File: src/rtl/reg_bank_write_arbiter.sv
// reg_bank_write_arbiter: general-purpose register bank whose single write port
// is shared round-robin between ALU writeback (A) and memory-load return (B).
// Grants are combinational; a write commits on the next falling clock edge.
// The two read ports are combinational and do not bypass in-flight writes.
module reg_bank_write_arbiter #(
    parameter int WIDTH    = 16,
    parameter int NREGS    = 8,
    parameter int AW       = 3,
    parameter int ZERO_REG = 1,
    parameter int CNT_W    = 8
) (
    input  logic             inClk,
    input  logic             inClr,
    input  logic             inReqA,
    input  logic [AW-1:0]    inAddrA,
    input  logic [WIDTH-1:0] inDataA,
    output logic             outAckA,
    input  logic             inReqB,
    input  logic [AW-1:0]    inAddrB,
    input  logic [WIDTH-1:0] inDataB,
    output logic             outAckB,
    input  logic [AW-1:0]    inRdAddr0,
    output logic [WIDTH-1:0] outRdData0,
    input  logic [AW-1:0]    inRdAddr1,
    output logic [WIDTH-1:0] outRdData1,
    output logic [CNT_W-1:0] outConflicts
);

    localparam logic [AW:0] NREGS_L = (AW + 1)'(NREGS);

    // An address maps to real storage only if it is in range and is not the
    // hard-wired zero register.
    function automatic logic addr_ok(input logic [AW-1:0] a);
        logic in_range;
        logic is_zero;
        in_range = ({1'b0, a} < NREGS_L);
        is_zero  = (ZERO_REG != 0) && (a == {AW{1'b0}});
        return in_range && !is_zero;
    endfunction

    logic [WIDTH-1:0] r_regs [NREGS];
    logic             r_ptr_b;      // 1: B wins the next conflict, 0: A wins
    logic [CNT_W-1:0] r_conflicts;

    logic             w_both;
    logic             w_wr_en;
    logic [AW-1:0]    w_wr_addr;
    logic [WIDTH-1:0] w_wr_data;

    // Zero-latency grant: a lone request wins outright, a conflict goes to the pointer owner.
    always_comb begin
        w_both = inReqA & inReqB;
        if (inClr) begin
            outAckA = 1'b0;
            outAckB = 1'b0;
        end else begin
            outAckA = inReqA & (~inReqB | ~r_ptr_b);
            outAckB = inReqB & (~inReqA |  r_ptr_b);
        end
    end

    // Select the granted requester's address/data for the shared write port.
    always_comb begin
        if (outAckA) begin
            w_wr_addr = inAddrA;
            w_wr_data = inDataA;
        end else begin
            w_wr_addr = inAddrB;
            w_wr_data = inDataB;
        end
        w_wr_en = (outAckA | outAckB) & addr_ok(w_wr_addr);
    end

    // Combinational operand fetch; unmapped addresses read as zero.
    always_comb begin
        if (addr_ok(inRdAddr0)) begin
            outRdData0 = r_regs[inRdAddr0];
        end else begin
            outRdData0 = {WIDTH{1'b0}};
        end
        if (addr_ok(inRdAddr1)) begin
            outRdData1 = r_regs[inRdAddr1];
        end else begin
            outRdData1 = {WIDTH{1'b0}};
        end
    end

    // Register bank storage: commit the granted write on the falling edge.
    always_ff @(negedge inClk or posedge inClr) begin
        if (inClr) begin
            for (int i = 0; i < NREGS; i++) begin
                r_regs[i] <= {WIDTH{1'b0}};
            end
        end else if (w_wr_en) begin
            r_regs[w_wr_addr] <= w_wr_data;
        end
    end

    // Round-robin pointer hands priority to the loser; conflict counter saturates.
    always_ff @(negedge inClk or posedge inClr) begin
        if (inClr) begin
            r_ptr_b     <= 1'b0;
            r_conflicts <= {CNT_W{1'b0}};
        end else begin
            if (outAckA) begin
                r_ptr_b <= 1'b1;
            end else if (outAckB) begin
                r_ptr_b <= 1'b0;
            end
            if (w_both && (r_conflicts != {CNT_W{1'b1}})) begin
                r_conflicts <= r_conflicts + {{(CNT_W-1){1'b0}}, 1'b1};
            end
        end
    end

    assign outConflicts = r_conflicts;

endmodule

File: config.mk
export PLATFORM = sky130hd
export DESIGN_NAME = reg_bank_write_arbiter
export DESIGN_NICKNAME = d
export VERILOG_FILES = /design/src/rtl/reg_bank_write_arbiter.sv
export SDC_FILE = /design/constraint.sdc
export NUM_CORES = 1
export LEC_CHECK = 0
export BUFFER_PORTS_ARGS = -buffer_cell sky130_fd_sc_hd__buf_4
export CAP_MARGIN = 5
export CORE_ASPECT_RATIO = 1.1
export CORE_UTILIZATION = 60
export CTS_CLUSTER_SIZE = 40
export DETAILED_ROUTE_END_ITERATION = 8
export GPL_TIMING_DRIVEN = 0
export PLACE_DENSITY = 0.8
export REMOVE_ABC_BUFFERS = 1
export SLEW_MARGIN = 20
export SYNTH_ARGS = -nofsm -noshare
export SYNTH_HDL_FRONTEND = slang
export SYNTH_SLANG_ARGS = --single-unit
export TNS_END_PERCENT = 5
File: constraint.sdc
create_clock -name inClk -period 7.79 [get_ports inClk]
set_input_delay 0 -clock inClk [delete_from_list [all_inputs] [get_ports inClk]]
set_output_delay 0 -clock inClk [all_outputs]
set_load 0.02 [all_outputs]
==> results of run 1 <==
metrics by stage:
stage | setup TNS [ns] | hold WS, ns | cells | instance area (um^2)
after CTS | 0 | 0.458 | 740 | 8220
after global placement | -223.23 | 0.446 | 706 | 7490
after global routing | 0 | 0.472 | 740 | 8240
after floorplan | -29.76 | 0.127 | 470 | 6640
final | 0 | 0.454 | 740 | 8240
after detailed placement | 0 | 0.456 | 709 | 7580
layout by cell type (no fill, tap or decap), drive strengths merged, types with 14 or more instances in the layout:
| cell | n |
|---|---|
| mux2 | 162 |
| dfrtn | 121 |
| buf | 92 |
| mux4 | 32 |
| a21oi | 26 |
| clkbuf | 23 |
| nand2 | 22 |
| inv | 19 |
| a221oi | 17 |
| o21ai | 17 |
| a22oi | 14 |
layer usage:
| layer | part of all wire, % | track usage (%) |
|---|---|---|
| met1 | 39 | 35.2 |
| met2 | 52 | 50.1 |
| met3 | 5.7 | 7.31 |
| met4 | 2.7 | 13.8 |
| met5 | 0 | 0 |
sequential cells by signal (all words and copies together) (netlist names):
name	cells
r_ptr_b	1
outConflicts	8
r_regs	112
worst paths after layout:
kind	endpoint	startpoint	cells after the start	slack [ns]
setup / recovery	r_regs[6]	inClr	5	1.93
hold / removal	outAckB	inReqB	3	0.45
setup reg to reg	r_regs[45]	r_ptr_b	4	5.31
hold reg to reg	outConflicts[3]	outConflicts[3]	1	0.46
max in group asynchronous	r_regs[103]	inClr	3	3.52
min in group asynchronous	r_ptr_b	inClr	2	3.55
worst reg2reg max path, delay by kind of cell, from the launching register on:
| kind | cells | cell delay [ns] |
|---|---|---|
| compound gates | 2 | 1.04 |
| mux | 1 | 0.43 |
| flops | 1 | 0.39 |
| simple gates | 1 | 0.46 |
logic make-up after synthesis:
kind of cell | Yosys count | share of synthesized area, %
adders and majority gates | 1 | 0.183
and+or+nand+nor | 46 | 3.37
buffers and inverters | 53 | 3.81
muxes | 195 | 38.5
DFF | 121 | 44.3
xor gates and xnor gates | 5 | 0.641
AOI/OAI and AO/OA | 83 | 9.18
power by group through the flow:
stage	logic, mW	clock network (mW)	registers, mW
after detailed placement	0.806	0	1.05
after global placement	0.775	0	1.03
after floorplan	0.578	0	1.02
final	0.812	0.841	1.06
after global routing	0.872	0.882	1.08
after CTS	0.816	0.850	1.05
layout make-up:
cell class	count	area, um^2	area share, %
well taps	147	184	2.23
inverters	19	76.3	0.927
clock inverters	8	140	1.70
clock buffers	23	498	6.05
multi-input cells	330	3580	43.5
flip-flops and latches	121	3030	36.8
repair buffers	92	726	8.81
==> impl_metrics.yaml, run 1 <==
synthesis:
  syn_area_per_cell_um2: 13.6
  synth.cell_area_um2: 6830
  synth_most_common_cell: "mux2_2"
  synthArstFlopShare_pct: 100
  synth_warnings: 0
  synthTopCellsByCount: "mux2_2 (141), dfrtn_1 (121), mux4_2 (32), nand2_1 (22)"
  ys_seq_area_share_pct: 44.3
  synth-edff-count: 0
  ys_top_cells_by_area: "dfrtn_1 (44%), mux2_2 (23%), mux4_2 (11%)"
  synth_cell_types: 44
  synth_ff_type: "dfrtn_1"
  synth_seq_cells: 121
  synth_largest_area_cell: "dfrtn_1"
  netlist_instances: 504
  synth_top_area_share_pct: 44.3
timing:
  fin_worst_skew_ns: 0.00539
  slew_headroom_pct: 36.9
  drv_slew: 0
  hold_violations: 0
  max_slew.worst_pin.slew_ns: 0.945
  layout_setup_ws_ns: 1.93
  rsz0062_at_grt: "false"
  finalSetupViolCount: 0
floorplan:
  row_count: 40
  initial_core_util_pct: 62.0
  dieArea_um2: 11800
  dieWidth_um: 104
  ios: 90
  die_y_um: 114
  core-area_um2: 11000
power_and_ir_drop:
  powerDensity_nw_per_um2: 329
  switchingPower_mw: 0.777
  clkPwrFrac_pct: 31.0
  cellLeakagePower_nw: 3.50
  internal_power_mw: 1.93
  ir_worst_vdd_uv: 237
  p_seq_share_pct: 39.0
  p_sw_share_pct: 28.7
  power_mw: 2.71
  comb_power_share_pct: 30.0
place:
  gp_congestion: 0.785
  io_buffers: 89
  pre_cts_ws_ns: 1.32
  place_hpwl_um: 9380
detailed_routing:
  ant_nets: 0
  drc: 0
  first_iter_violations: 227
  wl_um: 16000
  wl_per_cell_um: 21.7
  vias: 4636
  drt_pass1_iterations: 4
  avgViaCountPerCell: 6.26
critical_path:
  cp.required_ns: 4.13
  cp_top_family: "compound AO/OA/AOI/OAI gates"
  cp_slowest_stage_delay_ns: 0.76
  cp-start-kind: "primary input"
  path_max_fanout: 73
  slowest_stage: "a21oi_4"
  path_buf_inv: 2
  cp-end-kind: "flip-flop"
  cp.arrival_ns: 2.20
  timing.critical_path.cells: "buf_4 > inv_6 > nand4_1 > a21oi_4 > mux2_2"
  crit_type: "in2reg"
global_routing:
  track_usage_pct: 29.3
  antenna_found_initial: 0
  grt_pass1_vias: 5049
  grt_pass1_wl_um: 26100
  grt-ovfl-total: 0
  grt_max_degree: 74
finish:
  fin_util_pct: 74.8
  n_antenna_cell: 0
  nFillCells: 726
  area_growth_pct: 20.5
  layout-drive-gt1-share_pct: 56.2
  final_net_count: 630
run:
  max-cap-violations: 0
cts:
  clock_tree.htree_level_count: 4
  numCtsBuffers: 17
  clock-sinks: 121
  cts_buffer_depth: 2
  cts_hold_buf: 0
  root_buffer: "clkbuf_16"
  cts_resized: 0
  post-cts-setup-buffers: 0
  cts_tree: "yes"
  clk_latency_ns: 0.39
  clk_pin_slew_worst_paths_ns: 0.04
hold_path:
  min_path_type: "in2out"
status:
  status: "finished clean"
(Power assumes the default switching activity.)
==> inputs of run 2 (changes only) <==
--- a/config.mk
+++ b/config.mk
@@ -8,11 +8,11 @@
 export BUFFER_PORTS_ARGS = -buffer_cell sky130_fd_sc_hd__buf_4
 export CAP_MARGIN = 5
 export CORE_ASPECT_RATIO = 1.1
-export CORE_UTILIZATION = 60
+export CORE_UTILIZATION = 52
 export CTS_CLUSTER_SIZE = 40
 export DETAILED_ROUTE_END_ITERATION = 8
 export GPL_TIMING_DRIVEN = 0
-export PLACE_DENSITY = 0.8
+export PLACE_DENSITY = 0.74
 export REMOVE_ABC_BUFFERS = 1
 export SLEW_MARGIN = 20
 export SYNTH_ARGS = -nofsm -noshare
==> constraint.sdc (replaced) <==
create_clock -name inClk -period 5.1 [get_ports inClk]
set_input_delay 0 -clock inClk [delete_from_list [all_inputs] [get_ports inClk]]
set_output_delay 0 -clock inClk [all_outputs]
set_load 0.02 [all_outputs]
==> run 2 against run 1 <==
The run now ends with DRC left. Sequential cell count stayed put. Die area rose by 15%. Clock skew is 0.00063 ns lower. Core utilization decreased by 10 points. Sequential share of layout area grew 0.30 points. Clock-buffer cell count unchanged. Critical endpoint is now outAckA.
==> impl_metrics.yaml, run 2 (synthesized netlist as in run 1, its figures left out) <==
status:
  status: "finished, violations left"
  violations: "DRC"
power_and_ir_drop:
  comb_power_share_pct: 31.1
  cellLeakagePower_nw: 3.46
  powerDensity_nw_per_um2: 487
  power_mw: 3.98
  p_seq_share_pct: 40.5
  p_sw_share_pct: 30.0
  clkPwrFrac_pct: 28.4
  internal_power_mw: 2.79
  ir_worst_vdd_uv: 275
  switchingPower_mw: 1.19
critical_path:
  timing.critical_path.cells: "a21bo_4 > nor2_4 > buf_4"
  path_buf_inv: 1
  cp_slowest_stage_delay_ns: 0.53
  cp_top_family: "simple AND/OR/NAND/NOR gates"
  cp-start-kind: "flip-flop"
  slowest_stage: "nor2_4"
  cp-end-kind: "output port"
  path_max_fanout: 17
  cp.required_ns: 5.10
  crit_type: "reg2out"
  cp.arrival_ns: 4.40
global_routing:
  busiest_layer: "met2"
  use_met1_pct: 32.9
  grt_max_degree: 76
  grt_util_met3_pct: 4.94
  grt-ovfl-total: 0
  grtUsageMet2_pct: 44.1
  antenna_found_initial: 0
  grt_pass1_wl_um: 26500
  grt_pass1_vias: 4882
  track_usage_pct: 25.9
place:
  io_buffers: 89
  place_hpwl_um: 9680
  placed_cell_area_um2: 7600
  pre_cts_ws_ns: 0.0971
  gp_congestion: 0.739
cts:
  post-cts-setup-buffers: 0
  root_buffer: "clkbuf_16"
  numCtsBuffers: 17
  cts_buffer_depth: 2
  clk_pin_slew_worst_paths_ns: 0.04
  clk_latency_ns: 0.39
  clock-sinks: 121
  cts_tree: "yes"
  cts_resized: 0
  cts_hold_buf: 0
  clock_tree.htree_level_count: 4
finish:
  mostFrequentLayoutCells: "mux2_2 (141), dfrtn_1 (121), buf_4 (89)"
  final_area_um2: 8170
  nFillCells: 956
  largest_register: "r_regs"
  n_antenna_cell: 0
  final_net_count: 630
  layout-drive-gt1-share_pct: 56.0
  fin_util_pct: 64.3
  largest_reg_flops: 112
  final_common_cell: "mux2_2"
  area_growth_pct: 19.6
run:
  max-cap-violations: 0
detailed_routing:
  wl_um: 16400
  drc: 8
  wl_per_cell_um: 21.9
  first_iter_violations: 212
  vias: 4662
  avgViaCountPerCell: 6.22
  drt_pass1_iterations: 6
  ant_nets: 0
hold_path:
  min_path_type: "in2out"
floorplan:
  row_count: 43
  core-area_um2: 12700
  die_y_um: 122
  dieWidth_um: 111
  initial_core_util_pct: 53.8
  ios: 90
  dieArea_um2: 13600
timing:
  slew_headroom_pct: 36.3
  drv_slew: 0
  rsz0062_at_grt: "false"
  layout_setup_ws_ns: 0.697
  hold_violations: 0
  finalSetupViolCount: 0
  max_slew.worst_pin.slew_ns: 0.953
  fin_worst_skew_ns: 0.00476
-- run 2: changes by cell type in the layout (fill, tap and decap cells not counted) --
cell and change:
clkbuf_1 +1, clkinv_2 +1, clkinvlp_4 +2, clkbuf_8 -1
bufinv_16 -3
-- run 2: final timing paths --
kind	start	end	slack (ns)	cells past startpoint
hold reg to reg	outConflicts[5]	outConflicts[5]	0.45	1
min in group asynchronous	inClr	outConflicts[2]	2.15	2
hold / removal	inReqB	outAckB	0.44	3
setup / recovery	r_ptr_b	outAckA	0.70	3
max in group asynchronous	inClr	r_regs[68]	2.18	3
setup reg to reg	r_ptr_b	r_regs[60]	2.61	4
-- run 2: metal layers --
layer / wire length, um / up-vias / share of wire [%]
li1: - / 2058 / -
met1: 7000 / 2458 / 43
met2: 8510 / 122 / 52
met3: 644 / 24 / 3.9
met4: 284 / 0 / 1.7
met5: 0 / - / 0
-- run 2: power by group through the flow --
stage / Clock [mW] / Combinational, mW / Sequential (mW)
4_1_cts: 1.14 / 1.25 / 1.61
2_1_floorplan: 0 / 0.882 / 1.56
6_report: 1.13 / 1.24 / 1.61
3_3_place_gp: 0 / 1.19 / 1.57
3_5_place_dp: 0 / 1.24 / 1.61
5_1_grt: 1.19 / 1.34 / 1.66
-- run 2: tightest hold or removal path: stages --
cell	delay [ns]
buf_4	0.14
and3_2	0.17
buf_4	0.13
-- run 2: layout make-up --
type                       instances  area (um^2)  area share [%]
clock inverter                     8         70.1           0.858
clock buffer                      23          488            5.97
multi-input combinational        330         3580            43.9
tap                              157          196            2.41
inverter                          19         76.3           0.934
timing repair buffer              92          726            8.88
sequential                       121         3030            37.1
-- run 2: stage by stage --
| stage | TNS (ns) | std cells | hold slack, ns |
|---|---|---|---|
| 2_1_floorplan | -189.40 | 470 | 0.127 |
| 3_3_place_gp | -476.58 | 716 | 0.442 |
| 3_5_place_dp | 0 | 719 | 0.448 |
| 4_1_cts | 0 | 750 | 0.448 |
| 5_1_grt | 0 | 750 | 0.477 |
| 6_report | 0 | 750 | 0.443 |
